[config.mk]
export PLATFORM = sky130hd
export DESIGN_NAME = bus_sequencer
export DESIGN_NICKNAME = d
export VERILOG_FILES = /design/src/rtl/bus_sequencer.sv
export SDC_FILE = /design/constraint.sdc
export NUM_CORES = 1
export LEC_CHECK = 0
export ABC_AREA = 1
export BUFFER_PORTS_ARGS = -buffer_cell sky130_fd_sc_hd__buf_2
export CAP_MARGIN = 0
export CORE_UTILIZATION = 40
export DETAILED_ROUTE_END_ITERATION = 10
export PLACE_DENSITY = 0.64
export SETUP_SLACK_MARGIN = 0.2
export SLEW_MARGIN = 10
export SYNTH_ARGS = -nofsm -noshare
export SYNTH_HDL_FRONTEND = slang
export SYNTH_SLANG_ARGS = --single-unit
[constraint.sdc]
create_clock -name clock -period 1.35 [get_ports clock]
set_input_delay 0.135 -clock clock [delete_from_list [all_inputs] [get_ports clock]]
set_output_delay 0.135 -clock clock [all_outputs]
set_load 0.05 [all_outputs]
[src/rtl/bus_sequencer.sv]
`timescale 1ns/1ps
// ---------------------------------------------------------------------------
// BusSequencer (module bus_sequencer)
//
// Control stage for the tri-state bus datapath built from an input buffer,
// registers A-D and an adder. It takes one register-transfer command at a
// time and turns it into a cycle-accurate sequence of one-hot bus-drive
// enables and register-load strobes. At most one bus driver is enabled in
// any cycle, and every drive is followed by a dead turnaround cycle.
//
// Ports
//   clock            rising-edge clock
//   reset            asynchronous, active-low; clears all state and outputs
//   cmdValid         command present
//   cmdReady         sequencer can accept a command this cycle
//   cmdOp[1:0]       00 MOVE, 01 ADD, 10 BCAST, 11 illegal
//   cmdSrc[2:0]      0 inData, 1 A, 2 B, 3 C, 4 D, 5-7 illegal (ignored by ADD)
//   cmdDst[1:0]      0 A, 1 B, 2 C, 3 D
//   enbIn..enbD      bus-drive enables for the input buffer and registers
//   enbAdd           adder capture enable (adder takes A+B)
//   enbBusA          adder-result bus-drive enable
//   ldA..ldD         register load strobes
//   done             one-cycle pulse per completed command
//   err              sticky illegal-command flag
//   opCount[CW-1:0]  completed-command count, wraps modulo 2^CW
// ---------------------------------------------------------------------------
module bus_sequencer #(
    parameter int CW = 8
) (
    input  logic          clock,
    input  logic          reset,
    input  logic          cmdValid,
    output logic          cmdReady,
    input  logic [1:0]    cmdOp,
    input  logic [2:0]    cmdSrc,
    input  logic [1:0]    cmdDst,
    output logic          enbIn,
    output logic          enbA,
    output logic          enbB,
    output logic          enbC,
    output logic          enbD,
    output logic          enbAdd,
    output logic          enbBusA,
    output logic          ldA,
    output logic          ldB,
    output logic          ldC,
    output logic          ldD,
    output logic          done,
    output logic          err,
    output logic [CW-1:0] opCount
);

    typedef enum logic [2:0] {
        IDLE,
        XFER,
        ADD_CALC,
        ADD_WB,
        TURN
    } stateT;

    localparam logic [1:0] OP_MOVE  = 2'b00;
    localparam logic [1:0] OP_ADD   = 2'b01;
    localparam logic [1:0] OP_BCAST = 2'b10;

    stateT      state;
    logic [1:0] dstReg;
    logic [4:0] driveReg;
    logic [3:0] ldReg;
    logic       enbAddReg;
    logic       enbBusAReg;

    // Source field to one-hot drive enable {D,C,B,A,In}; illegal codes give
    // no enable at all.
    function automatic logic [4:0] srcDecode(input logic [2:0] src);
        logic [4:0] oneHot;
        oneHot = 5'b00000;
        case (src)
            3'd0:    oneHot = 5'b00001;
            3'd1:    oneHot = 5'b00010;
            3'd2:    oneHot = 5'b00100;
            3'd3:    oneHot = 5'b01000;
            3'd4:    oneHot = 5'b10000;
            default: oneHot = 5'b00000;
        endcase
        return oneHot;
    endfunction

    // Destination field to one-hot load strobe {D,C,B,A}.
    function automatic logic [3:0] dstDecode(input logic [1:0] dst);
        return 4'b0001 << dst;
    endfunction

    // Every output is a flop, so the pins carry no decode glitches. The
    // enables for a cycle are computed one edge early: the drive pattern of
    // the first command cycle is loaded on the accepting edge itself, which
    // is why acceptance decodes the incoming fields directly. Only the
    // destination is kept afterwards, because the ADD writeback is the only
    // later step that still needs a command field. Anything not explicitly
    // set in a state falls back to zero, which gives the dead turnaround
    // cycle and the single-cycle pulses for free.
    always_ff @(posedge clock or negedge reset) begin
        if (!reset) begin
            state      <= IDLE;
            dstReg     <= 2'd0;
            driveReg   <= 5'b00000;
            ldReg      <= 4'b0000;
            enbAddReg  <= 1'b0;
            enbBusAReg <= 1'b0;
            done       <= 1'b0;
            cmdReady   <= 1'b1;
            err        <= 1'b0;
            opCount    <= '0;
        end else begin
            driveReg   <= 5'b00000;
            ldReg      <= 4'b0000;
            enbAddReg  <= 1'b0;
            enbBusAReg <= 1'b0;
            done       <= 1'b0;

            case (state)
                IDLE: begin
                    if (cmdValid && cmdReady) begin
                        dstReg <= cmdDst;
                        if (cmdOp == OP_ADD) begin
                            state     <= ADD_CALC;
                            enbAddReg <= 1'b1;
                            cmdReady  <= 1'b0;
                        end else if ((cmdOp == OP_MOVE || cmdOp == OP_BCAST) &&
                                     (cmdSrc <= 3'd4)) begin
                            state    <= XFER;
                            driveReg <= srcDecode(cmdSrc);
                            ldReg    <= (cmdOp == OP_BCAST) ? 4'b1111 : dstDecode(cmdDst);
                            cmdReady <= 1'b0;
                        end else begin
                            // Illegal commands are dropped on the spot; the
                            // sequencer stays ready for the next cycle.
                            err <= 1'b1;
                        end
                    end
                end

                XFER: begin
                    state   <= TURN;
                    done    <= 1'b1;
                    opCount <= opCount + CW'(1);
                end

                ADD_CALC: begin
                    state      <= ADD_WB;
                    enbBusAReg <= 1'b1;
                    ldReg      <= dstDecode(dstReg);
                end

                ADD_WB: begin
                    state   <= TURN;
                    done    <= 1'b1;
                    opCount <= opCount + CW'(1);
                end

                TURN: begin
                    state    <= IDLE;
                    cmdReady <= 1'b1;
                end

                default: begin
                    state    <= IDLE;
                    cmdReady <= 1'b1;
                end
            endcase
        end
    end

    assign {enbD, enbC, enbB, enbA, enbIn} = driveReg;
    assign {ldD, ldC, ldB, ldA}            = ldReg;
    assign enbAdd                          = enbAddReg;
    assign enbBusA                         = enbBusAReg;

endmodule

==> run summary, run 1 <==
Status: complete, but fails checks
Failing checks: design-rule violations
Worst Max-Slew Pin Slew: 585 ps
Place WS: 189 ps
Number of synthesized flops with an enable pin: 0
Capturing point of the worst reg2reg path: opCount[6]$_DFFE_PN0P_
Grt met1 use: 0.229
Max-cap violations: 0
Drt via density: 4.94
#FFs+latches synth: 27
Tot GR Track Use: 0.164
Dpl cells: 186
Io pins: 32
DRC: 6
Initial Util: 0.428
Worst Setup SP: cmdReady$_DFFE_PN1P_
Total congestion overflow: 0
Final Cycle Share: 0.901
Worst Hold Class: in -> reg
Synthesized instance count: 124
Critical Path RT: 1220 ps
Clk slew on worst S/H paths: 160 ps
First-pass GRT wire length: 4110 um
Fmax: 822 MHz
Clock root buffer: clkbuf_4
Final Util: 0.589
Tmin final: 1220 ps
Vias: 969
Synth cell types: 24
Register area: 688 um^2
Die width: 56.8 um
# port buffers: 31
First-pass iteration count of the detailed router: 7
CTS max path bufs: 2
Crit path depth: 1
Max IR drop VDD: 0.000677 V
Syn_nets: 135
Yosys Warn Count: 0
Area growth, synth to finish: 37.5%
Grt met3 use: 0.0300
Worst path slowest cell: dfstp_2
R2R setup slack: 150 ps
CTS Buf Count: 3
Worst path buffer plus inverter count: 1
Cell taking the most area after synthesis: dfrtp_1
LEAKAGE: 0.000836 uW
Setup TNS Final: 0 ps
Fill cells: 254
CP endpoint: cmdReady
Cell Chain, Critical Path: buf_8
Max-Slew Margin vs Limit: 0.610
Core ar.: 2810 um^2
Post-synthesis sequential area ratio: 0.564
Post-Syn Area: 1200 um^2
1st-iter DRT viols: 35
Crit-path leading delay family: flip-flops
GRT met2 Usage: 0.260
Slew Limit Fails: 0
Drt wl/cell: 11.8 um
CP Launch Type: register
Ranking of synthesized cells by area: dfrtp_1 (54%), nand2_1 (8.4%), inv_1 (5.0%), xor2_1 (4.4%), o21ai_0 (3.3%)
Die Y: 56.8 um
Commonest non-fill, non-tap cells in the layout: nand2_1 (22), buf_2 (22), dfrtp_1 (17)
Final antenna-violating net count: 0
CP peak stage delay: 610 ps
Row cnt: 19
Final hold vios: 0
TritonCTS clock tree: yes
Final setup violation count: 0
Worst-skew pair later-pin latency: 320 ps
Final worst setup slack: 134 ps
Setup CP Type: reg -> out
DIE AREA: 3230 um^2
Worst path arrival time: 1080 ps
R2R Path Start: opCount[1]$_DFFE_PN0P_
H-tree depth: 1
Grt peak-use layer: met2
HPWL Detailed: 1680 um
Nets@finish: 177
Top_reg_cell synth: dfrtp_1
Initial antenna violation count: 0
Syn_area_per_cell: 9.69 um^2
Asr flop ratio synth: 1.00
Crit. End Element: primary output
Share of the synthesized area in the top cell type: 0.542
CTS sink count: 27
Placer Congestion: 0.846
Layout cells sized above 1: 0.479
Vias in the first global route: 966
RSZ-0062 raised after global routing: true
Multi-input gate area: 558 um^2
Power Density: 1980 nW/um^2
Final wirelength: 2310 um
Antenna cells: 0
Worst Path Max Fanout: 3
Hold_ws: 25.9 ps
Largest net degree at the start of global routing: 28
Clock skew: 16.7 ps
Cell Count, Final, Fillers Out: 196
Worst r2r path cells: 5
## metal layers
layer / vias up / routed length, um
met3: 2 / 97
met1: 462 / 1060
met5: - / 0
li1: 480 / -
met2: 25 / 1130
met4: 0 / 21
## repair_timing
action | in CTS | in global routing
cloned | 0 | 0
resized for setup | 6 | 34
hold buffers | 1 | 0
endpoints found under the hold margin | 26 | 0
setup buffers | 3 | 2
pin swaps | 3 | 6
endpoints found under the setup margin | 13 | 29
## power by group
group / internal (uW) / leakage, uW / total (uW) / switching, uW
clock: 113 / 0.0000139 / 350 / 237
sequential: 1030 / 0.000343 / 1230 / 208
combinational: 564 / 0.000479 / 1690 / 1120
## cells by family after synthesis
family	after synthesis	synth area share
flops	27	0.564
xor+xnor	6	0.0437
buf+inv	20	0.0646
simple gates	56	0.255
compound gates	14	0.0625
fa+ha+maj	1	0.0104
## registers in the layout, summed over array words and instances, names as in the netlist
name	count
state	3
opCount	8
enbAdd	1
err	1
cmdReady	1
enbBusA	1
dstReg	2
done	1
driveReg	5
ldReg	4
## synthesized netlist by cell type, types with 2 or more instances
cell type,number
o21ai_0,8
nor3_4,2
nand4_1,3
nand3_1,5
xor2_1,6
inv_2,3
dfrtp_1,26
nor2_1,6
nor3_1,5
o21ai_1,4
nor3_2,2
nand2_1,27
inv_1,16
## area by class of cell
class | instances | area share
timing repair buffer | 37 | 0.152
inverter | 20 | 0.0515
clock inverter | 1 | 0.00455
tap | 31 | 0.0235
sequential | 27 | 0.417
multi-input combinational | 77 | 0.338
clock buffer | 3 | 0.0136
## how the worst min path moves through the flow
stage,start,to,slack (ps),cells after the start
after floorplan,reset,done$_DFF_PN0_,-160,0
after global placement,reset,opCount[7]$_DFFE_PN0P_,160,1
after detailed placement,reset,opCount[7]$_DFFE_PN0P_,170,1
after CTS,cmdSrc[1],driveReg[1]$_DFF_PN0_,2,2
after global routing,cmdSrc[1],driveReg[0]$_DFF_PN0_,10,2
final,cmdSrc[1],driveReg[0]$_DFF_PN0_,30,2
## metrics by stage
step / area [um^2] / power, uW
6_report: 1650 / 3270
5_1_grt: 1650 / 3490
4_1_cts: 1530 / 3040
3_5_place_dp: 1450 / 2570
3_3_place_gp: 1450 / 2540
2_1_floorplan: 1260 / 2270
Note: power is estimated with default switching activity, not from simulation.
==> run 2: changes to the inputs <==
- GPL_TIMING_DRIVEN: not set -> 0
==> run 2 against run 1 <==
Compared with the run above:
- final cell count is 2.0% higher
- die area stayed put
- global-route usage hardly changed
- the flow still finishes with violations (design-rule violations)
- final area is 1.1% lower
- setup slack better by 30 ps
- register-to-register slack better by 20 ps
- combinational power hardly changed
- hold slack worse by 11 ps
- sequential power hardly changed
==> run summary, run 2 (synthesis gave the netlist of run 1 again) <==
CTS max path bufs: 2
Row cnt: 19
1st-iter DRT viols: 37
Failing checks: design-rule violations
Clock root buffer: clkbuf_4
Largest register FFs: 8
Worst Hold Class: in -> reg
Final antenna-violating net count: 0
Die Y: 56.8 um
Max-cap violations: 0
Max IR drop VDD: 0.000690 V
Initial antenna violation count: 0
Final setup violation count: 0
Area growth, synth to finish: 35.9%
CTS Buf Count: 3
HPWL Detailed: 1710 um
Core ar.: 2810 um^2
Fill cells: 242
Final wirelength: 2430 um
H-tree depth: 1
Place WS: 156 ps
TritonCTS clock tree: yes
Largest net degree at the start of global routing: 28
Switching pwr: 1520 uW
CP peak stage delay: 590 ps
Clock share of power: 0.108
Int Pwr: 1690 uW
Tot GR Track Use: 0.165
Crit. End Element: primary output
DRC: 6
Multi-input gate area: 532 um^2
Final Util: 0.582
Clk slew on worst S/H paths: 140 ps
Io pins: 32
Power Density: 1970 nW/um^2
Final hold vios: 0
Vias: 1000
LEAKAGE: 0.000844 uW
First-pass iteration count of the detailed router: 7
Largest Register: opCount
Worst path slowest cell: dfstp_2
CP Launch Type: register
DIE AREA: 3230 um^2
Slew Limit Fails: 0
R2R setup slack: 170 ps
Die width: 56.8 um
CTS sink count: 27
Status: complete, but fails checks
Final Cycle Share: 0.878
Drt via density: 5.00
Hold_ws: 14.9 ps
Top flop regs: opCount (8), driveReg (5), ldReg (4)
Commonest non-fill, non-tap cells in the layout: nand2_1 (24), buf_2 (24), dfrtp_1 (17)
Initial Util: 0.428
Cell Chain, Critical Path: buf_8
Setup CP Type: reg -> out
First-pass GRT wire length: 4100 um
Setup TNS Final: 0 ps
Drt wl/cell: 12.1 um
Placer Congestion: 0.835
Clock skew: 7.58 ps
Critical Path RT: 1220 ps
RSZ-0062 raised after global routing: true
Tmin final: 1190 ps
Antenna cells: 0
Seq pwr share: 0.376
Worst path arrival time: 1050 ps
Worst Max-Slew Pin Slew: 592 ps
Crit-path leading delay family: flip-flops
Fmax: 843 MHz
Register area: 688 um^2
Vias in the first global route: 988
Worst Path Max Fanout: 2
Total congestion overflow: 0
Max-Slew Margin vs Limit: 0.605
Sw Share: 0.473
Final worst setup slack: 164 ps
Layout cells sized above 1: 0.473
Nets@finish: 181
Worst-skew pair later-pin latency: 320 ps
Worst path buffer plus inverter count: 1
Combinational power share: 0.515
# port buffers: 31
run 2: cell count changes in the layout (fill, tap and decap cells not counted), sizes merged:
cell and change:
buf +4, clkbuf +1, clkinvlp -1
run 2: layout make-up:
class,count,area share
clock buffer,4,0.0161
sequential,27,0.421
inverter,20,0.0506
timing repair buffer,41,0.162
multi-input combinational,77,0.326
tap,31,0.0238
run 2: power by group through the flow:
stage | Combinational [uW] | Sequential (uW) | Clock [uW]
2_1_floorplan | 633 | 1640 | 0
3_3_place_gp | 1330 | 1200 | 0
3_5_place_dp | 1350 | 1210 | 0
4_1_cts | 1510 | 1190 | 360
5_1_grt | 1780 | 1240 | 398
6_report | 1660 | 1210 | 349
run 2: final timing paths:
check	from	cells past startpoint	end
worst max register to register	opCount[1]$_DFFE_PN0P_	5	opCount[6]$_DFFE_PN0P_
worst min-delay path	cmdSrc[1]	2	driveReg[0]$_DFF_PN0_
max in group asynchronous	reset	2	opCount[1]$_DFFE_PN0P_
min in group asynchronous	reset	2	ldReg[1]$_DFF_PN0_
worst max-delay path	cmdReady$_DFFE_PN1P_	1	cmdReady
worst min register to register	dstReg[0]$_DFFE_PN0P_	1	ldReg[0]$_DFF_PN0_
run 2: what timing repair did:
item                                    4_1_cts  5_1_grt
pin swaps                                     5        4
setup buffers                                 3        6
endpoints found under the setup margin       16       28
endpoints found under the hold margin        26        0
hold buffers                                  1        0
resized for setup                            13       11
run 2: routing by layer:
| layer | up-vias | wire length, um | global-route usage |
|---|---|---|---|
| met5 | - | 0 | 0 |
| met4 | 0 | 24 | 0.0697 |
| met3 | 2 | 124 | 0.0323 |
| met2 | 35 | 1240 | 0.284 |
| met1 | 473 | 1040 | 0.200 |
| li1 | 490 | - | - |
run 2: through the flow:
step           instance area, um^2  power [uW]  instances
3_5_place_dp                  1450        2560        186
3_3_place_gp                  1450        2530        186
5_1_grt                       1630        3420        200
4_1_cts                       1550        3070        194
2_1_floorplan                 1260        2270        124
6_report                      1630        3220        200
